**src/rtl/motor_sensor_emulator.sv**
```systemverilog
// ---------------------------------------------------------------------------
// motor_sensor_emulator
//
// Virtual rotor for hardware-in-the-loop benches. A phase accumulator
// {theta, frac} advances by a signed Q0.F speed each enabled cycle. The
// emulator produces hall UVW, quadrature A/B/Z and step pulses that match
// the electrical-angle convention of the rotor position estimator.
//
// Optional feature macro: MOTOR_SENSOR_EMULATOR_FAULT_EN adds the
// fault_mode port, which can override hall_uvw for fault injection.
//
// Ports:
//   clk         in   system clock
//   reset       in   synchronous, active-high reset
//   enable      in   rotor advances only while high
//   speed       in   signed counts/cycle, Q0.F (F = SPEED_WIDTH-1)
//   load_valid  in   one-cycle strobe; loads load_theta, clears frac
//   load_theta  in   position to load
//   fault_mode  in   (FAULT_EN only) 00 normal, 01 hall=000,
//                    10 hall=111, 11 hall frozen
//   theta       out  current rotor position
//   step_inc    out  one-cycle pulse when theta moves +1
//   step_dec    out  one-cycle pulse when theta moves -1
//   enc_a/b/z   out  quadrature outputs and index (z high at theta==0)
//   hall_uvw    out  hall outputs {U,V,W}
//
// load_valid is a plain strobe with no ready: it is accepted in every
// cycle it is high, and it takes priority over enable.
// ---------------------------------------------------------------------------
module motor_sensor_emulator #(
  parameter int THETA_WIDTH = 9,
  parameter int SPEED_WIDTH = 16
) (
  input  logic                   clk,
  input  logic                   reset,
  input  logic                   enable,
  input  logic [SPEED_WIDTH-1:0] speed,
  input  logic                   load_valid,
  input  logic [THETA_WIDTH-1:0] load_theta,
`ifdef MOTOR_SENSOR_EMULATOR_FAULT_EN
  input  logic [1:0]             fault_mode,
`endif
  output logic [THETA_WIDTH-1:0] theta,
  output logic                   step_inc,
  output logic                   step_dec,
  output logic                   enc_a,
  output logic                   enc_b,
  output logic                   enc_z,
  output logic [2:0]             hall_uvw
);

  localparam int F  = SPEED_WIDTH - 1;
  localparam int AW = THETA_WIDTH + F;
  localparam int P  = 1 << THETA_WIDTH;

  // Hall sector boundaries b_k = ((2k+1)*P)/12.
  localparam logic [THETA_WIDTH-1:0] B0 = THETA_WIDTH'((1 * P) / 12);
  localparam logic [THETA_WIDTH-1:0] B1 = THETA_WIDTH'((3 * P) / 12);
  localparam logic [THETA_WIDTH-1:0] B2 = THETA_WIDTH'((5 * P) / 12);
  localparam logic [THETA_WIDTH-1:0] B3 = THETA_WIDTH'((7 * P) / 12);
  localparam logic [THETA_WIDTH-1:0] B4 = THETA_WIDTH'((9 * P) / 12);
  localparam logic [THETA_WIDTH-1:0] B5 = THETA_WIDTH'((11 * P) / 12);

  logic [F-1:0]           frac;
  logic [SPEED_WIDTH-1:0] speed_sat;
  logic [AW-1:0]          speed_ext;
  logic [AW-1:0]          acc_next;
  logic [THETA_WIDTH-1:0] theta_next;
  logic                   inc_next;
  logic                   dec_next;
  logic [2:0]             hall_map;
  logic [2:0]             hall_next;

  always_comb begin
    // The most negative speed is pulled in by one LSB so a step is always
    // strictly below one count; theta can then move at most one per cycle.
    speed_sat = speed;
    if (speed == {1'b1, {F{1'b0}}}) begin
      speed_sat = {1'b1, {(F-1){1'b0}}, 1'b1};
    end
    speed_ext = {{THETA_WIDTH{speed_sat[SPEED_WIDTH-1]}}, speed_sat[F-1:0]};

    acc_next = {theta, frac};
    inc_next = 1'b0;
    dec_next = 1'b0;
    if (load_valid) begin
      acc_next = {load_theta, {F{1'b0}}};
    end else if (enable) begin
      acc_next = {theta, frac} + speed_ext;
      // With |step| < 1 any change of theta is exactly one count in the
      // direction of the speed sign, wraps included.
      if (acc_next[AW-1:F] != theta) begin
        inc_next = ~speed_sat[SPEED_WIDTH-1];
        dec_next = speed_sat[SPEED_WIDTH-1];
      end
    end
    theta_next = acc_next[AW-1:F];

    if      (theta_next < B0) hall_map = 3'b110;
    else if (theta_next < B1) hall_map = 3'b010;
    else if (theta_next < B2) hall_map = 3'b011;
    else if (theta_next < B3) hall_map = 3'b001;
    else if (theta_next < B4) hall_map = 3'b101;
    else if (theta_next < B5) hall_map = 3'b100;
    else                      hall_map = 3'b110;
  end

`ifdef MOTOR_SENSOR_EMULATOR_FAULT_EN
  // Last hall code produced while not frozen; mode 11 replays it.
  logic [2:0] hall_held;

  always_comb begin
    case (fault_mode)
      2'b00:   hall_next = hall_map;
      2'b01:   hall_next = 3'b000;
      2'b10:   hall_next = 3'b111;
      default: hall_next = hall_held;
    endcase
  end

  always_ff @(posedge clk) begin
    if (reset) begin
      hall_held <= 3'b110;
    end else if (fault_mode != 2'b11) begin
      hall_held <= hall_map;
    end
  end
`else
  always_comb begin
    hall_next = hall_map;
  end
`endif

  always_ff @(posedge clk) begin
    if (reset) begin
      theta    <= '0;
      frac     <= '0;
      step_inc <= 1'b0;
      step_dec <= 1'b0;
      enc_a    <= 1'b0;
      enc_b    <= 1'b0;
      enc_z    <= 1'b1;
      hall_uvw <= 3'b110;
    end else begin
      theta    <= theta_next;
      frac     <= acc_next[F-1:0];
      step_inc <= inc_next;
      step_dec <= dec_next;
      // Gray sequence 00,01,11,10 over theta[1:0]: B leads A going up.
      enc_a    <= theta_next[1];
      enc_b    <= theta_next[1] ^ theta_next[0];
      enc_z    <= (theta_next == '0);
      hall_uvw <= hall_next;
    end
  end

endmodule

```
**config.mk**
```make
export PLATFORM = sky130hd
export DESIGN_NAME = motor_sensor_emulator
export DESIGN_NICKNAME = d
export VERILOG_FILES = /design/src/rtl/motor_sensor_emulator.sv
export SDC_FILE = /design/constraint.sdc
export NUM_CORES = 1
export LEC_CHECK = 0
export ABC_AREA = 1
export CAP_MARGIN = 5
export CORE_ASPECT_RATIO = 0.5
export CORE_MARGIN = 1.5
export CORE_UTILIZATION = 45
export DETAILED_ROUTE_END_ITERATION = 6
export PLACE_DENSITY = 0.68
export SKIP_CTS_REPAIR_TIMING = 1
export SYNTH_ARGS = -nofsm -noshare
export SYNTH_HDL_FRONTEND = slang
export SYNTH_SLANG_ARGS = --single-unit
```
**constraint.sdc**
```tcl
create_clock -name clk -period 4.4 [get_ports clk]
set_input_delay 1.1 -clock clk [delete_from_list [all_inputs] [get_ports clk]]
set_output_delay 1.1 -clock clk [all_outputs]
set_load 0.1 [all_outputs]
```
==> metrics.cfg <==
[outcome]
status = completed

[grt]
grt_pass1_vias = 3047
overflow = 0
grt_pass1_wl_um = 14700
grt_util_all_layers = 0.232
grt_max_degree = 31
antenna_found_initial = 0

[finish]
final_core_util = 0.571
multi_input_area_um2 = 2230
drive_gt1_frac = 0.0877
area_growth_syn_to_layout_pct = 18.6
nNetsFinal = 657
regArea_um2 = 621
antenna_cells = 0
nFillCells = 732

[yosys]
synthesis.area_um2 = 3330
yosysWarnings = 0
synth_top_area_cell = nand2_1
yosysSeqAreaShare = 0.187
synth.most_common_cell = nand2_1
synth_nets = 627
yosys-top-cells-count = nand2_1, inv_1, nor2_1, a21oi_1, dfxtp_1
syn_area_per_cell_um2 = 5.80
synth-seq-cells = 31
ys.flop_type = dfxtp_1
synthCells = 573
synth_enable_flop_cells = 0
synth_top_cells_by_area = nand2_1, dfxtp_1, inv_1
yosysUniqueCellTypes = 36
async_flop_share = 0
synth.top_cell.area_share = 0.196

[route]
drtIter0Drc = 238
drt_wl_total_um = 8590
post_drt_wl_per_cell_um = 12.3
ant_nets = 0
firstDrtPassIters = 5
route.detailed.drc = 0
viasPerCell = 4.73
vias = 3294

[worst_setup_path]
cp.arrival_ps = 4140
startpoint_type = input port
path_max_fanout = 4
end_kind = register
crit_required_ps = 4570
path_class = input port to register

[timing]
final.min_clock_period_ps = 3970
drv_slew = 0
setup_viol = 0
fin_crit_sh = 0.902
hold_viol_final = 0
slew_headroom = 0.350
worst_pin_slew_ps = 973
fin_tns_setup_ps = 0
worst_clock_skew_ps = 4.36
worst_slack_ps = 432
rsz0062_at_grt = false
clock.fmax_ghz = 0.252

[die]
core-area_um2 = 6910
pin_count = 46
num_rows = 21
die_h_um = 63.8
start_util = 0.481
die_area_um2 = 7950
chipWidth_um = 125

[placed_design]
pre_cts_ws_ps = 153
place_congestion = 0.886
hpwl_um = 7070
port_buffers = 45

[cts]
root_buffer = clkbuf_16
cts.sinks = 31
cts_buffers = 5
clkTransAtPathRegs_ps = 50
cts_tree = built
htreeDepth = 2
clock_path_buffers = 2
worstSkewPairLatency_ps = 280

[power_and_ir_drop]
leakagePower_nw = 2.15
ir_drop_uv = 180
power_density_nw_per_um2 = 285

[run]
maxCapViolations = 0

[min_path]
min_path_type = register to register

-- worst paths after layout --
kind / to / depth (start not counted) / slack (ps) / start
setup / recovery: hall_uvw[1]$_SDFF_PP1_ / 20 / 430 / speed[14]
hold / removal: frac[0]$_SDFFE_PP0P_ / 2 / 470 / frac[0]$_SDFFE_PP0P_
setup reg to reg: hall_uvw[1]$_SDFF_PP1_ / 18 / 1970 / frac[0]$_SDFFE_PP0P_
hold reg to reg: frac[0]$_SDFFE_PP0P_ / 2 / 470 / frac[0]$_SDFFE_PP0P_
-- critical path, stage by stage --
cell and delay (ps):
clkdlybuf4s50_1 470, nor4_1 520, a41o_1 280, ha_1 210, fa_1 260, nand2_1 70
nand2_1 90, nand3_1 100, nand2_2 120, nand2_2 80, nand3_2 110, nand3_2 110
a21boi_4 190, nand2_1 70, nand2_1 60, nand2_1 40, nand2_1 80, nand2_1 50
nand2_1 60, nand2_1 60
-- layout by cell type, fill, tap and decap left out --
master | Yosys | layout
ha_1 | 24 | 24
inv_1 | 95 | 95
dfxtp_1 | 31 | 31
nor3_1 | 1 | 1
xor2_1 | 15 | 15
and2_1 | 3 | 3
o21ai_1 | 1 | 1
nand3b_1 | 5 | 5
nor4_1 | 4 | 4
nand2_2 | 14 | 14
fa_1 | 1 | 1
a21oi_2 | 2 | 2
inv_2 | 3 | 3
clkdlybuf4s50_1 | 0 | 45
xnor3_1 | 1 | 1
nand3_2 | 6 | 6
o21ai_0 | 15 | 15
nand3_1 | 29 | 29
a31oi_1 | 1 | 1
nand4_2 | 1 | 1
nand4_1 | 8 | 8
xnor2_1 | 3 | 3
a41o_1 | 1 | 1
a21boi_4 | 1 | 1
or2_2 | 3 | 3
nor2_1 | 57 | 57
nor2_2 | 13 | 13
clkbuf_1 | 20 | 2
or2_1 | 2 | 2
clkbuf_16 | 0 | 5
nand2_1 | 174 | 174
nor3_2 | 1 | 1
buf_4 | 1 | 3
a21oi_1 | 33 | 33
clkinv_2 | 0 | 1
-- final cells by class --
| class | instances | area share |
|---|---|---|
| tap | 92 | 0.0292 |
| clock buffer | 7 | 0.0336 |
| multi-input combinational | 419 | 0.565 |
| sequential | 31 | 0.157 |
| timing repair buffer | 48 | 0.120 |
| inverter | 98 | 0.0933 |
| clock inverter | 1 | 0.00127 |
-- where the power goes --
group / internal [mW] / total, mW / switching (mW)
clock network: 0.209 / 0.334 / 0.125
logic: 0.159 / 0.473 / 0.314
registers: 0.301 / 0.315 / 0.0145
total: 0.669 / 1.12 / 0.454
-- stage by stage --
stage	cells	power, mW	cell area (um2)	hold slack [ps]
finish	696	1.12	3940	470
CTS	696	1.13	3940	475
global placement	688	0.792	3810	466
floorplan	573	0.681	3330	445
global route	696	1.19	3940	524
detailed placement	688	0.793	3810	467
-- logic make-up (layout without fill, tap and decap cells) --
kind of cell    after synthesis  in the layout  synth area share
compound gates               54             54            0.0895
xor+xnor                     19             19            0.0542
fa+ha+maj                    25             25            0.0963
buf+inv                     123            154             0.143
flops                        31             31             0.187
simple gates                321            321             0.430
-- metal layers --
| layer | global-route usage | share of wire |
|---|---|---|
| met5 | 0 | 0 |
| met4 | 0.0388 | 0.0056 |
| met3 | 0.0486 | 0.065 |
| met2 | 0.334 | 0.37 |
| met1 | 0.355 | 0.56 |
-- flip-flops by register name (all words and copies together) (netlist names) --
register,flops
frac,15
theta,9
hall_uvw,3
enc_b,1
enc_z,1
step_dec,1
step_inc,1
Note: power is estimated with default switching activity, not from simulation.
==> RTL edit 1 (same settings) <==
Change the parameter `THETA_WIDTH` from 9 to 10.
--- a/src/rtl/motor_sensor_emulator.sv
+++ b/src/rtl/motor_sensor_emulator.sv
@@ -30,3 +30,3 @@
 module motor_sensor_emulator #(
-  parameter int THETA_WIDTH = 9,
+  parameter int THETA_WIDTH = 10,
   parameter int SPEED_WIDTH = 16
Interface: changed (resized load_theta and theta); port bits go from 46 to 48. The function was not compared with the original's and may differ.
==> RTL edit 1 against the original RTL <==
Total power is 6.4% higher; sequential power is 3% higher; clock power is 7.8% higher; cell area is 7.4% higher; routed wire length is 11% higher; setup slack better by 0.062 ns; critical path depth is 2 higher; sequential cell count is 1 higher; cell count is 11% higher; register-to-register slack worse by 0.19 ns; synthesized area is 6.1% higher.
==> RTL edit 1: results (changes against the original RTL) <==
----------------------------------------------------
[Outcome]
  Result of the run ... finished clean

[Yosys]
  Sequential element share of the synthesized area ... 0.182 (-0.00505)
  Area share of xor/xnor cells in the synthesized design ... 0.0496 (-0.00453)
  Net Count, Synth ... 686 (+9.4%)
  Number of distinct library cells after synthesis ... 38 (+5.6%)
  Compound-Gate Fraction of Synth Area ... 0.0844 (-0.00514)
  Cells taking the most area after synthesis ... nand2_1, dfxtp_1, inv_1, nor2_1, ha_1

[Setup path]
  Worst r2r path cells ... 17 (-1)
  CP Max Fanout ... 3 (-1)
  Reg-to-reg endpoint ... hall_uvw[2]$_SDFF_PP1_
  Data arrival time of the worst path ... 4.08 ns (-0.06 ns)
  Reg2reg start ... frac[2]$_SDFFE_PP0P_

[Placed design]
  Gpl congestion ... 0.967 (+9.1%)
  Minimum setup slack after placement ... 0.241 ns (+0.0885 ns)
  Port Buffers ... 47 (+4.4%)
  DP HPWL ... 7620 um (+7.8%)

[Global routing]
  Met2 Use GR ... 0.403 (+0.0681)
  Largest net degree at the start of global routing ... 34 (+9.7%)
  Vias in the first global route ... 3453 (+13%)
  Global Route met1 Usage ... 0.342 (-0.0133)
  GRT Resource Usage Total ... 0.245 (+0.0133)
  Met3 GRT Util ... 0.0399 (-0.00867)
  Wire length of the first global-routing pass ... 16200 um (+10%)

[Route]
  Met3 wire len ... 498 um (-10%)
  DRT Pass-1 Iters ... 6 (+1)
  Met2 routed wirelength ... 3850 um (+21%)
  Post-Route M1 WL ... 5080 um (+6.0%)

[Timing]
  Slew margin rel. ... 0.346 (-0.00312)
  Maximum clock rate ... 256 MHz (+1.6%)

[Cells and area]
  Registers with the most flip-flops ... frac (15), theta (10), hall_uvw (3)
  Fill cell total of the finished layout ... 799 (+9.2%)
  Layout cell share with drive strength beyond 1 ... 0.0750 (-0.0128)
  Net total in the final layout ... 722 (+9.9%)

[Power and ir drop]
  Leakage dissipation ... 0.00237 uW (+10%)

[Floorplan]
  Total die area ... 8410 um^2 (+5.9%)

----------------------------------------------------
==> RTL edit 1: how the worst min path moves through the flow <==
stage | from | endpoint | depth (start not counted) | slack, ns
final | frac[0]$_SDFFE_PP0P_ | frac[0]$_SDFFE_PP0P_ | 2 | 0.49
after global routing | frac[0]$_SDFFE_PP0P_ | frac[0]$_SDFFE_PP0P_ | 2 | 0.52
after CTS | frac[0]$_SDFFE_PP0P_ | frac[0]$_SDFFE_PP0P_ | 2 | 0.49
after detailed placement | frac[0]$_SDFFE_PP0P_ | frac[0]$_SDFFE_PP0P_ | 2 | 0.48
after global placement | frac[0]$_SDFFE_PP0P_ | frac[0]$_SDFFE_PP0P_ | 2 | 0.47
after floorplan | frac[0]$_SDFFE_PP0P_ | frac[0]$_SDFFE_PP0P_ | 2 | 0.45
==> RTL edit 1: cell type report <==
type,instances,area [um^2],area share
multi-input combinational,465,2380,0.563
sequential,32,641,0.151
timing repair buffer,54,523,0.124
inverter,108,405,0.0957
clock buffer,8,146,0.0346
tap,108,135,0.0319
==> RTL edit 1: metrics by stage <==
| stage | hold WS [ns] | cells | utilization | total power [uW] |
|---|---|---|---|---|
| 3_3_place_gp | 0.473 | 767 | 0.548 | 836 |
| 2_1_floorplan | 0.445 | 630 | - | 712 |
| 4_1_cts | 0.491 | 775 | 0.568 | 1200 |
| 5_1_grt | 0.519 | 775 | 0.568 | 1280 |
| 6_report | 0.492 | 775 | 0.568 | 1190 |
| 3_5_place_dp | 0.483 | 767 | 0.548 | 837 |
==> RTL edit 1: power by group <==
group | switching, uW | internal [uW] | total [uW] | leakage [uW]
Combinational | 341 | 167 | 508 | 0.00204
Sequential | 16.3 | 310 | 326 | 0.000264
Clock | 134 | 226 | 360 | 0.0000712
Total | 491 | 703 | 1190 | 0.00237
==> RTL edit 2 (same flow settings) <==
Made on the original files. Register the output `enc_a` once more, without a reset; this adds one clock of latency there. The other outputs are not delayed to match.
--- a/src/rtl/motor_sensor_emulator.sv
+++ b/src/rtl/motor_sensor_emulator.sv
@@ -62,2 +62,4 @@
   localparam logic [THETA_WIDTH-1:0] B5 = THETA_WIDTH'((11 * P) / 12);
+
+  logic enc_a_s0;
 
@@ -139,3 +141,3 @@
       step_dec <= 1'b0;
-      enc_a    <= 1'b0;
+      enc_a_s0 <= 1'b0;
       enc_b    <= 1'b0;
@@ -149,3 +151,3 @@
       // Gray sequence 00,01,11,10 over theta[1:0]: B leads A going up.
-      enc_a    <= theta_next[1];
+      enc_a_s0 <= theta_next[1];
       enc_b    <= theta_next[1] ^ theta_next[0];
@@ -156,2 +158,6 @@
 
+  always_ff @(posedge clk) begin
+    enc_a <= enc_a_s0;
+  end
+
 endmodule
Check against the original RTL: not equivalent (Yosys sat finds a counterexample within 4 cycles, from zero or initial values and one cycle with reset high).
==> RTL edit 2 against the original RTL <==
Combinational power is essentially flat; total power grew 9.1%; setup slack is essentially flat; cell area grew 1.6%; routed wire length grew 0.36%; die area grew 0.58%; sequential power grew 3%; synthesized area grew 0.60%; sequential share of layout area grew 0.24 points; sequential cell count grew 1; first-iteration DRC count shrank 6.7%.
==> RTL edit 2: results (changes against the original RTL) <==
----------------------------------------------------
[Hold path]
  WHS Path Cells ... 0 (-2)
  Hold path endpoint ... enc_a$_DFF_P_
  Start point of the worst min-delay path ... theta[1]$_SDFF_PP0_

[Setup path]
  Data arrival time of the worst path ... 4.13 ns (about the same)
  Termination of the worst setup path ... hall_uvw[2]$_SDFF_PP1_
  Register-to-register setup slack ... 2.03 ns (+0.06 ns)
  Reg-to-reg endpoint ... hall_uvw[1]$_SDFF_PP1_
  Slowest-stage cell, CP ... nor4_1

[Route]
  Initial drt markers ... 222 (-6.7%)
  Routed WL per cell ... 12.4 um (+0.22%)
  Drt via density ... 4.78 (+1.0%)

[CTS]
  Worst-case clock buffer depth ... 2 (unchanged)
  Number of buffers created by CTS ... 5 (unchanged)

[Placed design]
  Post-place instance area ... 3830 um^2 (+0.53%)
  DP HPWL ... 7040 um (-0.44%)
  Gpl congestion ... 0.917 (+3.5%)

[Cells and area]
  Net total in the final layout ... 658 (+0.15%)
  ANT cells ... 0 (unchanged)
  Fill cell total of the finished layout ... 728 (-0.55%)
  Layout cell share with drive strength beyond 1 ... 0.0909 (+0.00316)

[Yosys]
  Cells taking the most area after synthesis ... nand2_1, dfxtp_1, inv_1, ha_1, nor2_1
  Sequential element share of the synthesized area ... 0.191 (+0.00487)
  Top cells by count, synth ... nand2_1, inv_1, nor2_1
  Number of distinct library cells after synthesis ... 35 (-2.8%)
  Number of warnings issued by yosys ... 0 (unchanged)
  Net Count, Synth ... 628 (+0.16%)

[Outcome]
  Result of the run ... finished clean

[Global routing]
  GRT Resource Usage Total ... 0.227 (-0.00524)
  Vias in the first global route ... 3001 (-1.5%)
  Wire length of the first global-routing pass ... 14400 um (-1.5%)

[Power and ir drop]
  Leakage dissipation ... 0.00218 uW (+1.4%)
  Worst VDD drop ... 0.227 mV (+26%)

[Timing]
  Transition at the pin with the smallest max-transition slack ... 0.972 ns (-0.000992 ns)
  Clock Skews ... 0.00193 ns (-0.00242 ns)

----------------------------------------------------
RTL edit 2: cell types whose count changed in the layout (fill, tap and decap cells not counted), sizes merged:
cell    change
bufinv      +1
clkinv      -1
dfxtp       +1
RTL edit 2: report_power, final:
| group | internal, uW | switching [uW] |
|---|---|---|
| logic | 159 | 314 |
| registers | 310 | 15.4 |
| clock network | 298 | 128 |
RTL edit 2: layer usage:
layer / global-route usage / vias up / wire, um
met1: 0.344 / 1442 / 4880
met2: 0.328 / 68 / 3280
met3: 0.0553 / 5 / 412
met5: 0 / - / 0
met4: 0.0313 / 0 / 44
li1: - / 1818 / -
RTL edit 2: layout make-up:
class,count,area share
clock buffers,7,0.0381
clock inverters,1,0.00749
inverters,98,0.0918
multi-input cells,419,0.556
flip-flops and latches,32,0.160
well taps,92,0.0287
repair buffers,48,0.118
RTL edit 2: per-stage QoR:
stage                     total power (uW)  setup WS (ns)  hold slack [ns]  utilization  cells
final                                 1220          0.433            0.431        0.578    697
after global routing                  1300          0.107            0.448        0.578    697
after CTS                             1230          0.442            0.435        0.578    697
after floorplan                        691           1.17            0.391            -    574
after global placement                 801          0.176            0.422        0.552    689
after detailed placement               802          0.160            0.428        0.552    689
RTL edit 2: logic make-up after synthesis:
group / after synthesis / synth area share
and+or+nand+nor: 321 / 0.428
buffers and inverters: 123 / 0.142
AOI/OAI and AO/OA: 54 / 0.0890
DFF: 32 / 0.191
adders and majority gates: 25 / 0.0957
xor gates and xnor gates: 19 / 0.0539
RTL edit 2: critical path: cells and delay by family:
kind / cells / cell delay (ns)
AND/OR/NAND/NOR: 12 / 1.70
buffers and inverters: 1 / 0.48
adder cells (fa/ha/maj): 2 / 0.45
AO/OA/AOI/OAI: 2 / 0.40
